**config.mk**
```make
export PLATFORM = sky130hd
export DESIGN_NAME = sandbox_rr_scheduler
export DESIGN_NICKNAME = d
export VERILOG_FILES = /design/src/rtl/sandbox_rr_scheduler.sv
export SDC_FILE = /design/constraint.sdc
export NUM_CORES = 1
export LEC_CHECK = 0
export CORE_ASPECT_RATIO = 1.25
export CORE_MARGIN = 2
export CORE_UTILIZATION = 35
export DETAILED_ROUTE_END_ITERATION = 8
export PLACE_DENSITY = 0.74
export SETUP_SLACK_MARGIN = 0.05
export SYNTH_ARGS = -nofsm -noshare
export SYNTH_HDL_FRONTEND = slang
export SYNTH_SLANG_ARGS = --single-unit
```
**constraint.sdc**
```tcl
create_clock -name masterClock -period 1.9 [get_ports masterClock]
set_clock_uncertainty 0.15 [all_clocks]
set_input_delay 0.285 -clock masterClock [delete_from_list [all_inputs] [get_ports masterClock]]
set_output_delay 0.285 -clock masterClock [all_outputs]
set_load 0.01 [all_outputs]
```
**src/rtl/sandbox_rr_scheduler.sv**
```systemverilog
// Round-robin arbiter sharing one fixed-latency datapath between two level-handshake
// requesters, with a valid/ack result port and a sticky transmit-timeout flag.
//
// state   | meaning
// IDLE    | waiting for any reqValid, picks the grant
// LAUNCH  | one-cycle dpLaunch pulse, loads the latency counter
// WAIT    | counting down datapath latency, captures dpResult at count 1
// TX      | txValid high until txAck or timeout
// RELEASE | reqClear[grant] high until reqValid[grant] falls
module sandbox_rr_scheduler #(
   parameter int DATA_W     = 48,
   parameter int LATENCY    = 4,
   parameter int TX_TIMEOUT = 1024
) (
   input  logic                  masterClock,
   input  logic                  reset,
   input  logic [1:0]            reqValid,
   input  logic [2*DATA_W-1:0]   reqData,
   output logic [1:0]            reqClear,
   output logic [DATA_W-1:0]     dpData,
   output logic                  dpLaunch,
   input  logic [DATA_W-1:0]     dpResult,
   output logic                  txValid,
   output logic [DATA_W-1:0]     txData,
   output logic                  txSource,
   input  logic                  txAck,
   output logic                  busy,
   output logic                  txTimeout
);

   typedef enum logic [2:0] {
      IDLE    = 3'd0,
      LAUNCH  = 3'd1,
      WAIT    = 3'd2,
      TX      = 3'd3,
      RELEASE = 3'd4
   } state_t;

   localparam logic [7:0]  LAT_LOAD = 8'(LATENCY);
   localparam logic [15:0] TO_LOAD  = 16'(TX_TIMEOUT);

   state_t      state, nextState;
   logic        grant, lastGrant, nextGrant;
   logic [7:0]  waitCnt;
   logic [15:0] txTimer;

   // On a tie the requester that was not served last wins.
   always_comb begin
      nextGrant = reqValid[1];
      if (reqValid == 2'b11) nextGrant = ~lastGrant;
   end

   always_ff @(posedge masterClock) begin
      if (!reset) begin
         state     <= IDLE;
         grant     <= 1'b0;
         lastGrant <= 1'b1;
         waitCnt   <= 8'd0;
         txTimer   <= 16'd0;
         dpData    <= '0;
         txData    <= '0;
         txSource  <= 1'b0;
         txTimeout <= 1'b0;
      end else begin
         state <= nextState;
         case (state)
            IDLE: begin
               if (|reqValid) begin
                  grant  <= nextGrant;
                  dpData <= nextGrant ? reqData[DATA_W +: DATA_W] : reqData[0 +: DATA_W];
               end
            end
            LAUNCH: waitCnt <= LAT_LOAD;
            WAIT: begin
               waitCnt <= waitCnt - 8'd1;
               if (waitCnt == 8'd1) begin
                  txData   <= dpResult;
                  txSource <= grant;
                  txTimer  <= TO_LOAD;
               end
            end
            TX: begin
               txTimer <= txTimer - 16'd1;
               // An ack on the expiry cycle still counts as a normal completion.
               if (!txAck && txTimer == 16'd1) txTimeout <= 1'b1;
            end
            RELEASE: begin
               if (!reqValid[grant]) lastGrant <= grant;
            end
            default: begin
               grant    <= 1'b0;
               dpData   <= '0;
               txData   <= '0;
               txSource <= 1'b0;
            end
         endcase
      end
   end

   always_comb begin
      nextState = IDLE;
      case (state)
         IDLE:    nextState = (|reqValid) ? LAUNCH : IDLE;
         LAUNCH:  nextState = WAIT;
         WAIT:    nextState = (waitCnt == 8'd1) ? TX : WAIT;
         TX:      nextState = (txAck || txTimer == 16'd1) ? RELEASE : TX;
         RELEASE: nextState = reqValid[grant] ? RELEASE : IDLE;
         default: nextState = IDLE;
      endcase
   end

   always_comb begin
      dpLaunch = 1'b0;
      txValid  = 1'b0;
      reqClear = 2'b00;
      busy     = 1'b0;
      case (state)
         IDLE:    busy = 1'b0;
         LAUNCH: begin
            busy     = 1'b1;
            dpLaunch = 1'b1;
         end
         WAIT:    busy = 1'b1;
         TX: begin
            busy    = 1'b1;
            txValid = 1'b1;
         end
         RELEASE: begin
            busy     = 1'b1;
            reqClear = grant ? 2'b10 : 2'b01;
         end
         default: busy = 1'b0;
      endcase
   end

endmodule
```
* After elaboration in Yosys (flattened, before gate mapping)
Cells that the tools add are included.
** Word-level totals
- Bits in registers :: 127
- Output and inout bits :: 103
** Operators by class
- Add/subtract/negate cells :: 2
- Magnitude comparators :: 1
- Eq/ne operators :: 9
- Muxes and demuxes :: 25
- Bitwise gates (word level) :: 4
- Reductions and logical operators :: 14
** Operators by type and width (number)
- 48-bit one-hot mux with 2 select lines :: 2
- 48-bit two-way mux :: 3
- 16-bit one-hot mux with 2 select lines :: 1
- 16-bit by 1-bit equality test with 1-bit output (second input constant) :: 1
- 16-bit two-way mux :: 1
- 8-bit one-hot mux with 2 select lines :: 1
- 16-bit by 1-bit subtractor with 16-bit output (second input constant) :: 1
- 3-bit one-hot mux with 5 select lines :: 1
- 1-bit two-way mux :: 10
- 2-bit AND reduction :: 5
- 8-bit by 1-bit equality test with 1-bit output (second input constant) :: 1
- 4-bit OR reduction :: 2
- 8-bit by 1-bit subtractor with 8-bit output (second input constant) :: 1
- 3-bit by 2-bit equality test with 1-bit output (second input constant) :: 2
- 3-bit two-way mux :: 2
- 2-bit two-way mux :: 2
- 2-bit inequality test (second input constant) :: 2
- 1-bit NOT :: 4
- 1-bit one-hot mux with 2 select lines :: 2
- 2-bit nonzero test :: 2
- 3-bit by 1-bit equality test with 1-bit output (second input constant) :: 1
- 3-bit equality test (second input constant) :: 1
- 3-bit logical NOT :: 1
- 2-bit equality test (second input constant) :: 1
- other kinds (5) :: 5

* Depth between registers and ports, before layout
Gate-level depths: netlist of the first run.
- Depth in word-level cells :: 5
- Depth in mapped cells :: 8
- Mapped depth without buffers :: 6

* Worst setup path before layout of the first run
OpenSTA, ideal clock, no wires.
- Path kind :: register to register
- Start :: reg waitCnt[1]
- End :: reg txData[10]
- Library setup time :: 0.128 ns
- Arrival :: 1.512 ns
- Required time :: 1.622 ns
- Setup slack :: 0.110 ns
- Cell stages (with the launch flop) :: 9
- Buffers on the path :: 2
- Cells stage by stage :: dfxtp_1 -> inv_1 -> ha_1 -> nor3b_1 -> nand4b_1 -> buf_2 -> buf_2 -> a32oi_1 -> nor2_1
** Between the ends
- Word-level cells in the longest chain between the ends :: 3
** Ends and longest elaborated chain
- start, declared :: line 44 : logic [7:0] waitCnt;
- start signal, assigned :: line 75 : waitCnt <= waitCnt - 8'd1;
- 8-bit by 1-bit equality test with 1-bit output :: line 76 : if (waitCnt == 8'd1) begin
- 2-bit inequality test (no source line)
- 2-bit AND reduction (no source line)
- end signal, assigned :: line 77 : txData <= dpResult;
- end, declared :: line 24 : output logic [DATA_W-1:0] txData,
Every way passes these cells.
A chain may end at the register's enable or synchronous reset.

* Worst setup path after layout of the first run
- Start :: reg waitCnt[1]
- End :: reg txData[3]
Same word-level chain as after synthesis.

==> results of run 1 <==
[cell usage in the layout, fill, tap and decap left out, drive strengths merged, types with 2 or more instances in the layout]
cell and instances:
clkdlybuf4s50 245, dfxtp 127, nor2 64, buf 54, mux2i 50, a32oi 50
o2bb2ai 48, clkbuf 25, a21oi 14, nand3 11, nand2 10, inv 9
nor3 8, o311ai 7, or4 6, nand4 5, nor4 5, clkinvlp 4
bufinv 4, ha 4, nand2b 3, mux2 3, or2 3, and3 3
or3b 2, nor2b 2, nand4b 2, and2 2, a31oi 2, a211oi 2
a311oi 2, o31ai 2, o21a 2, clkinv 2, nand3b 2, o21ai 2
nor3b 2
[path summary, 6_finish.rpt]
kind	start	endpoint	cells past startpoint
worst max-delay path	waitCnt[1]	txData[3]	9
worst min-delay path	dpData[42]	dpData[42]	1
worst max register to register	waitCnt[1]	txData[3]	9
worst min register to register	dpData[42]	dpData[42]	1
[state kept, by name (all words and copies together), names as in the netlist]
register,cells
txSource,1
txTimer,16
lastGrant,1
txData,48
state,3
dpData,48
txTimeout,1
grant,1
waitCnt,8
[cell families (layout without fill, tap and decap cells)]
group / Yosys count / after routing
buffers and inverters: 54 / 344
adder cells (fa/ha/maj): 4 / 4
AO/OA/AOI/OAI: 138 / 138
AND/OR/NAND/NOR: 132 / 132
multiplexers: 53 / 53
flip-flops: 127 / 127
[cell usage after synthesis (3+ instances only)]
cell	instances
o311ai_0	7
nor3_1	7
nor2_1	64
dfxtp_1	127
nand2b_1	3
mux2i_1	50
ha_1	4
inv_1	8
clkbuf_1	24
or2_2	3
nor4_1	3
a21oi_1	14
nand2_1	10
a32oi_1	50
mux2_2	3
o2bb2ai_1	48
or4_1	6
buf_2	20
and3_1	3
nand4_1	4
nand3_1	11
[timing repair]
action                                  4_1_cts  5_1_grt
gates cloned                                  1        6
endpoints found under the setup margin       58      111
pin swaps                                     3       33
gates resized for setup                      39       43
buffers inserted                              2        9
[critical path, cell delays in order (launching register included)]
cell and delay, ns:
dfxtp_2 0.32, inv_2 0.08, ha_4 0.13, nor3b_4 0.21
buf_4 0.15, nand4b_1 0.18, buf_6 0.20, buf_6 0.15
a32oi_1 0.19, nor2_1 0.06
[through the flow]
stage	area, um2	utilization (%)	hold WS, ns	worst slack (ns)	TNS, ns
3_5_place_dp	8110	56.0	0.298	-0.103	-3.61
5_1_grt	9230	63.8	0.328	-0.0791	-1.72
2_1_floorplan	5190	-	0.272	0.110	0
4_1_cts	8830	61.0	0.313	0.0202	0
3_3_place_gp	8110	56.0	0.293	-0.0549	-0.526
6_report	9230	63.8	0.313	-0.0346	-0.259
[per-layer routing]
metal | routed length, um | GRT usage [%] | vias up | share of wire (%)
li1 | - | - | 2506 | -
met1 | 7230 | 23.2 | 2548 | 39
met2 | 9580 | 37.6 | 208 | 51
met3 | 1190 | 7.53 | 46 | 6.4
met4 | 686 | 10.8 | 0 | 3.7
met5 | 0 | 0 | - | 0
[area by class of cell]
type / count / area [um2]
timing repair buffer: 304 / 3140
tap: 178 / 223
inverter: 8 / 33.8
clock buffer: 21 / 460
multi-input combinational: 327 / 2640
fill: 1132 / 5240
sequential: 127 / 2550
clock inverter: 11 / 180
[report_power, final]
part           switching, mW  internal (mW)
sequential             0.150           2.86
clock                   1.23           2.28
combinational          0.684          0.958
==> metrics, run 1 <==
status finished with violations; Post-synth EDFFs 0; die width 113 um; top post-synthesis cells by area dfxtp_1, mux2i_1, a32oi_1, o2bb2ai_1, nor2_1; failing checks design-rule violations, negative setup slack; grt ovf 0; clk buf depth 2; actual slew at the worst max-slew pin 0.471 ns; hold buffer count at CTS 0; main combinational cell family by area after synthesis compound AO/OA/AOI/OAI gates; Startpoint Class flip-flop; DR DRC count 4; Detailed Routing Iterations Pass 1 6; max-slew violation count 0; clock-pin slew on the worst setup and hold paths 0.06 ns; Yosys cell types 50; synth warn 0; simple-gate share of the synthesized area between 10% and 20%; Max-slew headroom 68.2%; Mapped Area 5190 um2; Fmax achieved 0.517 GHz; # IOs 252; XOR/XNOR Fraction of Synth Area 0%; CP required approximately 2.1 ns; Die Footprint ~16000 um2; Antenna Nets Post-Route 0; # diodes 0; Crit path arrival time 2.09 ns; WL per Instance 19.2 um; CTS root buf clkbuf_16; top_reg_cell synth dfxtp_1; post-synthesis sequential element count 127; area leader, netlist dfxtp_1; via count 5308; largest net degree at the start of global routing 50; Die H ~140 um; layout net count between 900 and 1000; FFs w/ async S/R, synth 0%; Final Wtd Congestion roughly 0.91; worst-path fanout max 12; TritonCTS clock tree built; Synth Area in Adders less than 1%; initial DRC count between 200 and 250; GR Util All Layers 21.6%; H-Tree Depth 4; compound-gate portion of the synthesized area 21.9%; Yosys top cell area share around half; initial antenna violation count 0; fraction of final layout cells sized beyond drive strength 1 17.5%; Max-Cap Viols 0; core area 14500 um2; # setup viols final 20; Final Cycle Share 102%; crit path capture type flip-flop; mean area per synthesized cell 10.2 um2; Static Leak 3.42 nW; CTS buffer count 17; VDD IR max 0.579 mV; multiplexer share of the synthesized area roughly 10%; Reg2Reg Setup Slack -0.03 ns; Pwr Density between 800 and 900 nW/um2; Syn Inst Count 508; CTS Sinks roughly 130; global-route wire length before repair around 27000 um; vias per cell 5.44; final std cells w/o fill 976; sequential fraction of the synthesis area between 40 and 50%; Starting Density 35.9%; minimum clock period after layout 1.93 ns; syn_nets roughly 660; critical path class reg2reg; worst setup margin -0.0346 ns; vias in the first global route 5464; total routed wirelength 18700 um; # rows between 40 and 50; dpl cells 926; Hold WC Path Type reg2reg; Tot Pwr 8.16 mW; RSZ-0062 raised after global routing true; area grow syn2layout 77.9%; final hold viol count 0; latest clock arrival within the worst-skew pair 0.41 ns; hpwl dp 12400 um; port bufs 251
Note: power is estimated with default switching activity, not from simulation.
==> run 2, diff against run 1 <==
SETUP_SLACK_MARGIN = not set   (was 0.05)
==> run 2 against run 1 <==
Compared with the run above:
- the run still ends with design-rule violations, negative setup slack left
- routed wire length is 6.1% lower
- critical path depth is 1 lower
- hold slack hardly changed
- non-clock buffer count is 13 lower
- sequential cell count stayed put
- critical path type unchanged
- critical endpoint is now txData[20]
- largest cell class unchanged
==> metrics, run 2 (synthesis results as in run 1) <==
layout net count 925 (-1.4%); Max-Cap Viols 0 (unchanged); grt ovf 0 (unchanged); fraction of final layout cells sized beyond drive strength 1 13.9% (-3.7 points); global-route wire length before repair 27200 um (-0.43%); DR DRC count 4 (unchanged); Antenna Nets Post-Route 0 (unchanged); CP required 2.05 ns (about the same); Final Cycle Share 102% (-0.21 points); vias per cell 5.41 (-0.48%); Tot Pwr 8.03 mW (-1.6%); critical path class reg2reg; Static Leak 3.25 nW (-4.9%); final hold slack 0.313 ns (-0.00000100 ns); core area 14500 um2 (unchanged); port bufs 251 (unchanged); worst setup margin -0.0305 ns (+0.00405 ns); worst-path fanout max 49 (+37); Max-slew headroom 66.5% (-1.8 points); CTS Sinks 127 (unchanged); initial antenna violation count 0 (unchanged); vias in the first global route 5474 (+0.18%); Top Registers dpData: 48 flops, txData: 48 flops, txTimer: 16 flops; latest clock arrival within the worst-skew pair 0.41 ns (about the same); H-Tree Depth 4 (unchanged); WL per Instance 18.2 um (-4.8%); area grow syn2layout 71.5%; Die Footprint 15800 um2 (unchanged); dpl cells 926 (unchanged); initial DRC count 212 (-12%); CTS root buf clkbuf_16; # IOs 252 (unchanged); Starting Density 35.9% (unchanged); VDD IR max 0.603 mV (+4.2%); Die H 140 um (unchanged); die width 113 um (unchanged); final hold viol count 0 (unchanged); commonest non-fill, non-tap cell in the layout clkdlybuf4s50_1; # diodes 0 (unchanged); Gate power share 19.0% (-1.1 points); failing checks design-rule violations, negative setup slack; Final Cell Area 8900 um2 (-3.6%); clk buf depth 2 (unchanged); filler cell count 1179 (+4.2%); Post-DP Area 8110 um2 (unchanged); minimum clock period after layout 1.93 ns (-0.00405 ns); largest net degree at the start of global routing 50 (unchanged); Final Wtd Congestion 0.910 (unchanged); register share of total power 37.4% (+0.5 points); switching part of the total 25.0% (-0.27 points); final std cells w/o fill 963 (-1.3%); max-slew violation count 0 (unchanged); Switch Pwr 2.01 mW (-2.7%); Pwr Density 902 nW/um2 (+2.0%); internal power 6.02 mW (-1.3%); GR Util All Layers 21.5% (-0.095 points); pre-CTS setup slack -0.103 ns (unchanged); crit path capture type flip-flop; via count 5212 (-1.8%); Hold WC Path Type reg2reg; RSZ-0062 raised after global routing true; utilization after layout 61.5% (-2.3 points); Crit path arrival time 2.08 ns (about the same); hold buffer count at CTS 0 (unchanged); clock-pin slew on the worst setup and hold paths 0.06 ns (about the same); actual slew at the worst max-slew pin 0.499 ns (+0.0284 ns); TritonCTS clock tree built; Detailed Routing Iterations Pass 1 6 (unchanged); CTS buffer count 17 (unchanged); Fmax achieved 0.518 GHz (+0.21%); status finished with violations; Clock power frac 43.7% (+0.7 points); hpwl dp 12400 um (unchanged); # rows 49 (unchanged); commonest non-fill, non-tap cells in the layout clkdlybuf4s50_1, dfxtp_1, nor2_1, mux2i_1; total routed wirelength 17600 um (-6.1%); # setup viols final 6 (-70%); setup TNS -0.0668 ns (+0.193 ns); Startpoint Class flip-flop
==> run 2: cell types whose count changed in the layout (fill, tap and decap cells not counted), moves of 4 or more <==
cell       change
a32oi_2        -8
dfxtp_1        +4
dfxtp_2        -4
buf_6          -7
a32oi_1        +8
clkbuf_16      -4
==> run 2: path summary, 6_finish.rpt <==
check | from | endpoint | slack [ns] | cells past startpoint
worst min register to register | dpData[15] | dpData[15] | 0.31 | 1
worst max register to register | waitCnt[1] | txData[20] | -0.03 | 8
worst max-delay path | waitCnt[1] | txData[20] | -0.03 | 8
worst min-delay path | dpData[15] | dpData[15] | 0.31 | 1
==> run 2: repair_timing <==
| action | CTS | global route |
|---|---|---|
| resized for setup | 25 | 19 |
| pin swaps | 0 | 4 |
| buffers inserted | 1 | 3 |
| gates cloned | 1 | 0 |
| setup endpoints to repair | 57 | 80 |
==> run 2: area by class of cell <==
class | instances | area, um2 | share of cell area, %
flip-flops and latches | 127 | 2550 | 28.6
well taps | 178 | 223 | 2.50
clock buffers | 21 | 460 | 5.17
multi-input cells | 327 | 2530 | 28.4
clock inverters | 11 | 180 | 2.02
inverters | 8 | 33.8 | 0.379
repair buffers | 291 | 2930 | 32.9
==> run 2: metal layers <==
metal / GRT usage, % / wire, um
met3: 7.53 / 1250
met2: 37.4 / 8970
met5: 0 / 0
met4: 10.5 / 663
met1: 23.2 / 6670
==> run 2: power by group through the flow <==
stage          clock network (mW)  logic (mW)  registers (mW)
2_1_floorplan                   0       0.559            3.08
3_3_place_gp                    0        1.44            3.04
3_5_place_dp                    0        1.48            3.04
4_1_cts                      3.58        1.50            2.99
5_1_grt                      3.69        1.63            3.02
6_report                     3.51        1.52            3.00
==> run 2: worst max-delay path: stages, from the launching register on <==
cell	delay, ns
dfxtp_1	0.31
inv_1	0.09
ha_1	0.18
nor3b_4	0.23
buf_4	0.15
nand4b_1	0.15
buf_12	0.22
a32oi_1	0.24
nor2_1	0.07
==> run 3, diff against run 2 <==
CORE_MARGIN = 5   (was 2)
==> run 3 against run 2 <==
Compared with the run above:
- total power shrank 2.9%
- final cell count increased by 1.1%
- critical path type is now reg2out
- the flow now finishes without violations
- combinational power grew 5%
==> metrics, run 3 (synthesis results as in run 1) <==
core area 14500 um2 (unchanged); hold buffer count at CTS 0 (unchanged); critical path class reg2out; filler cell count 1184 (+0.42%); initial DRC count 202 (-4.7%); # setup viols final 0 (-6); internal power 5.79 mW (-3.9%); VDD IR max 0.611 mV (+1.3%); Startpoint Class flip-flop; global-route wire length before repair 28300 um (+3.7%); CTS Sinks 127 (unchanged); Fmax achieved 0.541 GHz (+4.4%); worst-path fanout max 4 (-92%); grt ovf 0 (unchanged); GRT met3 Usage 7.62% (+0.092 points); switching part of the total 25.8% (+0.76 points); # IOs 252 (unchanged); DR DRC count 0 (-4); clock-pin slew on the worst setup and hold paths 0.06 ns (about the same); clk buf depth 2 (unchanged); via count 5348 (+2.6%); Final Wtd Congestion 0.844 (-7.2%); final std cells w/o fill 974 (+1.1%); Clock power frac 40.8% (-2.9 points); minimum clock period after layout 1.85 ns (-0.0809 ns); Pwr Density 862 nW/um2 (-4.4%); max-slew violation count 0 (unchanged); H-Tree Depth 4 (unchanged); largest net degree at the start of global routing 49 (-2.0%); area grow syn2layout 74.2%; Top Registers dpData: 48 flops, txData: 48 flops, txTimer: 16 flops; commonest non-fill, non-tap cell in the layout clkdlybuf4s50_1; CP required 1.46 ns (-0.59 ns); layout net count 937 (+1.3%); GR Util All Layers 20.0% (-1.5 points); register share of total power 38.7% (+1.3 points); Static Leak 3.34 nW (+2.7%); # diodes 0 (unchanged); actual slew at the worst max-slew pin 0.490 ns (-0.00947 ns); initial antenna violation count 0 (unchanged); hpwl dp 13400 um (+8.1%); # rows 49 (unchanged); fraction of final layout cells sized beyond drive strength 1 15.3% (+1.4 points); vias per cell 5.49 (+1.5%); Die H 146 um (+4.3%); Switch Pwr 2.01 mW (about the same); vias in the first global route 5646 (+3.1%); RSZ-0062 raised after global routing true; Max-slew headroom 67.3% (+0.84 points); Antenna Nets Post-Route 0 (unchanged); TritonCTS clock tree built; CTS root buf clkbuf_16; Die Footprint 17400 um2 (+9.8%); Final Cycle Share 97.3% (-4.3 points); crit path capture type output port; WL per Instance 19.7 um (+8.0%); final hold slack 0.308 ns (-0.00526 ns); Crit path arrival time 1.41 ns (-0.67 ns); latest clock arrival within the worst-skew pair 0.41 ns (about the same); status finished, final reports clean; total routed wirelength 19200 um (+9.2%); busiest grt layer met2; final hold viol count 0 (unchanged); Max-Cap Viols 0 (unchanged); port bufs 251 (unchanged); met1 usage in global routing 20.0% (-3.2 points); Gate power share 20.5% (+1.5 points); Hold WC Path Type reg2reg; Detailed Routing Iterations Pass 1 4 (-2); dpl cells 933 (+0.76%); Starting Density 35.9% (unchanged); met2 Use GR 36.4% (-1.1 points); commonest non-fill, non-tap cells in the layout clkdlybuf4s50_1, dfxtp_1, nor2_1, mux2i_1, o2bb2ai_1; die width 119 um (+5.3%); CTS buffer count 17 (unchanged)
-- run 3: cell count changes in the layout (fill, tap and decap cells not counted), moves of 2 or more --
cell	delta
buf_4	+3
bufinv_16	-2
buf_12	+3
nor4_2	-2
clkinv_2	+2
a32oi_1	-5
buf_6	+3
clkbuf_16	+4
a32oi_2	+5
-- run 3: power by group through the flow --
stage                     logic [mW]  clock network [mW]  registers, mW
after floorplan                0.559                   0           3.08
after global placement          1.45                   0           3.04
after detailed placement        1.49                   0           3.05
after CTS                       1.50                3.23           3.00
after global routing            1.71                3.35           3.04
final                           1.60                3.18           3.02
-- run 3: through the flow --
stage	cell area (um2)	setup slack, ns	utilization, %	setup TNS [ns]	power (mW)
after floorplan	5190	0.110	-	0	3.64
after global placement	8180	-0.0583	56.5	-0.263	4.49
after detailed placement	8180	-0.0844	56.5	-1.86	4.54
after CTS	8780	-0.0287	60.7	-0.0287	7.73
after global routing	9040	-0.115	62.5	-0.177	8.09
final	9040	0.0504	62.5	0	7.80
-- run 3: layer usage --
layer  routed length (um)  vias up
li1                     -     2510
met1                 6970     2577
met2                10100      222
met3                 1440       39
met4                  684        0
met5                    0        -
-- run 3: layout make-up --
type | instances | area, um2 | share of cell area, %
Clock buffer | 22 | 464 | 5.13
Clock inverter | 9 | 111 | 1.23
Inverter | 8 | 33.8 | 0.374
Multi-Input combinational cell | 327 | 2540 | 28.1
Sequential cell | 127 | 2550 | 28.2
Tap cell | 178 | 223 | 2.46
Timing Repair Buffer | 303 | 3110 | 34.4
-- run 3: path summary, 6_finish.rpt --
path,from,to,cells after the start,slack (ns)
max,state[2],txValid,4,0.05
max reg2reg,state[1],dpData[47],8,0.07
min,dpData[10],dpData[10],1,0.31
min reg2reg,dpData[10],dpData[10],1,0.31
-- run 3: critical path: stages, from the launching register on --
cell	delay [ns]
dfxtp_2	0.35
buf_4	0.12
nand3b_4	0.14
clkinvlp_4	0.11
dlygate4sd2_1	0.29
-- run 3: what timing repair did --
item,CTS,global route
endpoints found under the setup margin,18,107
pin swaps,0,18
setup buffers,2,3
cloned,0,5
gates resized for setup,24,22
